### src/rtl/dm_arbiter.sv
// dm_arbiter: round-robin sharing of the single-port data memory between CPU (port 0) and loader (port 1).
module dm_arbiter #(
  parameter int DATA_WIDTH       = 16,
  parameter int DM_ADDRESS_WIDTH = 6
) (
  input  logic                        clk,
  input  logic                        rst,
  input  logic                        req0,
  input  logic                        we0,
  input  logic [DM_ADDRESS_WIDTH-1:0] addr0,
  input  logic [DATA_WIDTH-1:0]       d0,
  output logic                        gnt0,
  output logic                        rvalid0,
  output logic [DATA_WIDTH-1:0]       q0,
  input  logic                        req1,
  input  logic                        we1,
  input  logic [DM_ADDRESS_WIDTH-1:0] addr1,
  input  logic [DATA_WIDTH-1:0]       d1,
  output logic                        gnt1,
  output logic                        rvalid1,
  output logic [DATA_WIDTH-1:0]       q1,
  output logic                        dm_we,
  output logic [DATA_WIDTH-1:0]       dm_D,
  output logic [DM_ADDRESS_WIDTH-1:0] dm_addr,
  input  logic [DATA_WIDTH-1:0]       dm_Q
);
  typedef enum logic [1:0] {IDLE, ACCESS, RESP} state_t;
  state_t                      state_q, state_d;
  logic                        last_q, last_d, id_q, id_d, we_q, we_d, win;
  logic [DM_ADDRESS_WIDTH-1:0] addr_q, addr_d;
  logic [DATA_WIDTH-1:0]       d_q, d_d, q0_q, q0_d, q1_q, q1_d;
  // Under contention the port that was not served last wins.
  assign win = (req0 && req1) ? ~last_q : req1;
  always_comb begin
    state_d = IDLE;
    last_d  = last_q;
    id_d    = id_q;
    we_d    = we_q;
    addr_d  = addr_q;
    d_d     = d_q;
    q0_d    = q0_q;
    q1_d    = q1_q;
    if (state_q == ACCESS) begin
      state_d = RESP;
      last_d  = id_q;
      q0_d    = (!we_q && !id_q) ? dm_Q : q0_q;
      q1_d    = (!we_q && id_q) ? dm_Q : q1_q;
    end else if (req0 || req1) begin
      state_d = ACCESS;
      id_d    = win;
      we_d    = win ? we1 : we0;
      addr_d  = win ? addr1 : addr0;
      d_d     = win ? d1 : d0;
    end
  end
  always_ff @(posedge clk or posedge rst) begin
    if (rst) begin
      state_q <= IDLE;
      last_q  <= 1'b1;
      id_q    <= 1'b0;
      we_q    <= 1'b0;
      addr_q  <= '0;
      d_q     <= '0;
      q0_q    <= '0;
      q1_q    <= '0;
    end else begin
      state_q <= state_d;
      last_q  <= last_d;
      id_q    <= id_d;
      we_q    <= we_d;
      addr_q  <= addr_d;
      d_q     <= d_d;
      q0_q    <= q0_d;
      q1_q    <= q1_d;
    end
  end
  assign gnt0    = (state_q == ACCESS) && !id_q;
  assign gnt1    = (state_q == ACCESS) && id_q;
  assign rvalid0 = (state_q == RESP) && !we_q && !id_q;
  assign rvalid1 = (state_q == RESP) && !we_q && id_q;
  assign dm_we   = (state_q == ACCESS) && we_q;
  assign dm_D    = d_q;
  assign dm_addr = addr_q;
  assign q0      = q0_q;
  assign q1      = q1_q;
endmodule

### config.mk
export PLATFORM = sky130hd
export DESIGN_NAME = dm_arbiter
export DESIGN_NICKNAME = d
export VERILOG_FILES = /design/src/rtl/dm_arbiter.sv
export SDC_FILE = /design/constraint.sdc
export NUM_CORES = 1
export LEC_CHECK = 0
export CAP_MARGIN = 10
export CORE_MARGIN = 2
export CORE_UTILIZATION = 42
export CTS_BUF_LIST = sky130_fd_sc_hd__clkbuf_8
export CTS_CLUSTER_SIZE = 8
export DETAILED_ROUTE_END_ITERATION = 8
export HOLD_SLACK_MARGIN = 0.1
export PLACE_DENSITY_LB_ADDON = 0.3
export SYNTH_ARGS = -nofsm -noshare
export SYNTH_HDL_FRONTEND = slang
export SYNTH_SLANG_ARGS = --single-unit
### constraint.sdc
create_clock -name clk -period 2.14 [get_ports clk]
set_clock_uncertainty 0.15 [all_clocks]
set_input_delay 0.428 -clock clk [delete_from_list [all_inputs] [get_ports clk]]
set_output_delay 0.428 -clock clk [all_outputs]
set_load 0.05 [all_outputs]
# [Word level (Yosys, flattened, before mapping)]
# Cells that the tools add are included.
[classes] add_sub_neg=0 n_mul=0 n_div=0 magnitude_cmp=0 n_eq_ne=2 n_shift=0 n_mux=6 bitwise=2 reduce_logical=15
[op_table] cell="$mux W16" n=1
[op_table] cell="$logic_and A1 B1 Y1" n=9
[op_table] cell="$mux W6" n=1
[op_table] cell="$reduce_and A2 Y1" n=3
[op_table] cell="$mux W1" n=3
[op_table] cell="$eq A2 B1 Y1 const B" n=1
[op_table] cell="$eq A2 B2 Y1 const B" n=1
[op_table] cell="$logic_not A1 Y1" n=2
[op_table] cell="$mux W2" n=1
[op_table] cell="$not A1 Y1" n=2
[op_table] cell="$logic_or A1 B1 Y1" n=1
[totals] regBits=59 latch_bits=0 ram_bits=0 rom_bits=0 input_bits=66 word_cells=33 mem_count=0

# [Logic depth before layout (Yosys ltp)]
# Gate-level depths: netlist of the first run.
[depth] depth_word=3 depth_mapped=5 ltp_nobuf=4

# [Least setup slack after synthesis of the first run]
# Ideal clock, no wire load.
[synth_path] kind="reg-to-output" start="register state_q[0]" end="output rvalid0" arrival_time_ns=1.548 required_ns=1.562 path_slack_ns=0.014 path_stages_with_launch=3 path_cell_list="dfrtp_1 -> nand2b_1 -> nor3_1"
[synth_between] elab_chain_cells=3
[synth_rtl] element="start: declaration" line_no="28" rtl="state_t state_q, state_d;"
[synth_rtl] element="start signal: assignment" line_no="67" rtl="state_q <= state_d;"
[synth_rtl] element="$eq A2 B2 Y1" line_no="79" rtl="assign rvalid0 = (state_q == RESP) && !we_q && !id_q;"
[synth_rtl] element="$logic_and A1 B1 Y1 (2 in series)" line_no="79"
[synth_rtl] element="end: declaration" line_no="13" rtl="output logic rvalid0,"
# No other way between the ends.

# [Final worst setup path of the first run]
[layout_path] start="register d_q[5] (netlist: dm_D[5])" end="output dm_D[5]"
[layout_rtl] element="start: declaration" line_no="31" rtl="logic [DATA_WIDTH-1:0] d_q, d_d, q0_q, q0_d, q1_q, q1_d;"
[layout_rtl] element="start signal: assignment" line_no="63" rtl="d_q <= '0;"
[layout_rtl] element="start signal: assignment" line_no="72" rtl="d_q <= d_d;"
[layout_rtl] element="end: declaration" line_no="23" rtl="output logic [DATA_WIDTH-1:0] dm_D,"
# No word-level cell between the ends.

==> results of run 1 <==
report_power, final:
part | internal, mW | switching, mW
Combinational | 1.83 | 2.67
Clock | 0.584 | 0.394
Sequential | 1.68 | 0.302
Total | 4.09 | 3.37
cell usage after synthesis (all sizes together):
master   n
buf      8
nand2b   3
inv      3
dfrtp   58
dfstp    1
a21bo    1
nor2     4
o21ai    3
mux2    78
a21o     1
and2     2
nor3     2
cell families (layout without fill, tap and decap cells):
group	count (synthesis)	in the layout	synth area share
buf+inv	11	152	0.0306
flops	59	59	0.564
mux	78	78	0.363
simple gates	11	11	0.0287
compound gates	5	5	0.0139
layer usage:
metal / global-route usage / routed length, um / vias up
met5: 0 / 0 / -
met4: 0.0805 / 76 / 0
met3: 0.0736 / 421 / 8
met2: 0.298 / 2980 / 80
met1: 0.213 / 2400 / 908
li1: - / - / 853
registers in the layout, indices dropped and copies added, names as in the netlist:
register  flops
q0           16
we_q          1
state_q       2
dm_addr       6
dm_D         16
id_q          1
q1           16
last_q        1
layout make-up:
| class | instances | area (um^2) |
|---|---|---|
| sequential | 59 | 1480 |
| multi-input combinational | 94 | 1070 |
| fill | 415 | 1730 |
| clock inverter | 4 | 42.5 |
| inverter | 3 | 11.3 |
| tap | 75 | 93.8 |
| timing repair buffer | 134 | 1420 |
| clock buffer | 11 | 151 |
timing repair:
item	CTS	global route
endpoints found under the setup margin	1	4
cloned	0	0
resized for setup	1	3
final timing paths:
| kind | startpoint | endpoint | slack (ns) | cells after the start |
|---|---|---|---|---|
| worst min register to register | q1[8] | q1[8] | 0.34 | 1 |
| worst max-delay path | dm_D[5] | dm_D[5] | 0.05 | 1 |
| worst min-delay path | rst | q0[6] | 0.34 | 3 |
| min in group clk | q1[8] | q1[8] | 0.34 | 1 |
| max in group asynchronous | rst | last_q | 1.20 | 3 |
| worst max register to register | last_q | dm_D[2] | 0.36 | 4 |
through the flow:
step,power [mW],instances,worst slack (ns),utilization
2_1_floorplan,4.91,164,0.0139,-
3_3_place_gp,6.43,365,-0.0240,0.677
3_5_place_dp,6.52,365,-0.0815,0.677
4_1_cts,7.54,380,0.0259,0.710
5_1_grt,7.80,380,0.00583,0.712
6_report,7.46,380,0.0513,0.712
==> out/results.txt, run 1 <==
Least-Margin Pin Slew - 0.529 ns
Iteration-0 DRC Markers - 61
routed vias - 1849
mapped cell area - 2620 um^2
critical path arrival - 1.51 ns
Synth area leader - dfrtp_1
total CTS buffers - 9
commonest non-fill, non-tap cell in the layout - clkdlybuf4s50_1
CP peak stage delay - 0.82 ns
worst-path maximum fanout - 2
register area share after synthesis - 0.564
largest net degree at the start of global routing - 60
GRT Residual Overflow - 0
most frequent cells in the layout - clkdlybuf4s50_1, dfrtp_1, mux2_2
Clock Latency Late Sink - 0.32 ns
Mapped Cells - 164
Ys Warns - 0
worst hold path type - input port to asynchronous set/reset pin
P_leak - 1.85 nW
Vert. Die Dim - 83.0 um
Crit path required time - 1.56 ns
Setup crit start kind - flip-flop
RePlAce Congestion - 0.721
Sink Count - 59
Die Area - 6880 um^2
share of cells above drive strength 1 - 0.361
Pwr Density - 1750 nW/um^2
Clock Tree Root - clkbuf_8
Min Clock Period, post-route - 2.09 ns
FMAX - 479 MHz
Slew HR - 0.646
Buffers & Inverters on Critical Path - 1
post-synthesis cell type count - 20
max-cap viol count - 0
Final Hold Vio Count - 0
syn_nets - 230
Via density - 4.87
Post-CTS Setup Inserts - 0
CTS Hold Bufs - 0
Setup-failing EPs final - 0
Core Area - 5990 um^2
Top delay family on crit path - buffers and inverters
DR WL/cell - 15.5 um
CTS tree - done
synth top area cells - dfrtp_1, mux2_2, mux2_4
peak supply drop - 1.10 mV
Max stage delay cell, worst path - clkdlybuf4s50_1
first-pass GRT wire length - 9880 um
setup repair after global routing missed its margin - no
first drt pass iteration count - 4
Cell Rows - 28
clock-pin slew on the worst setup and hold paths - 0.06 ns
CP Cell Sequence - clkdlybuf4s50_1
IO Port Bufs - 124
Slew Viols, Final - 0
vias in the first global route - 1996
DR DRC count - 0
mean cell area of the mapped netlist - 16.0 um^2
HPWL after DPL - 4450 um
cell area after layout - 4260 um^2
WHS - 0.342 ns
final wirelength - 5880 um
Layout area overhead - 62.8%
antenna cells - 0
CTS max path bufs - 2
CP Capture Type - output port
Die Width - 83.0 um
H-tree levels - 3
gr usage total - 0.183
status - complete, no violations
area share of the largest cell type after synthesis - 0.554
Fin Setup TNS - 0 ns
initial antenna violation count - 0
Initial Utilization - 0.437
Yosys reg bits - 59
area of placed instances - 4060 um^2
IO Count - 125
# nets final - 367
Setup CP Type - flip-flop to output port
Final ANT Viol Nets - 0
Tcrit/Tclk final - 0.976
Power figures use the tool's default switching activity.
==> run 2: changes to the inputs <==
--- a/config.mk
+++ b/config.mk
@@ -16,3 +16,4 @@
 export SYNTH_ARGS = -nofsm -noshare
 export SYNTH_HDL_FRONTEND = slang
 export SYNTH_SLANG_ARGS = --single-unit
+export TNS_END_PERCENT = 1
==> results of run 2 <==
Final layout, timing and power as in run 1 (identical DEF).
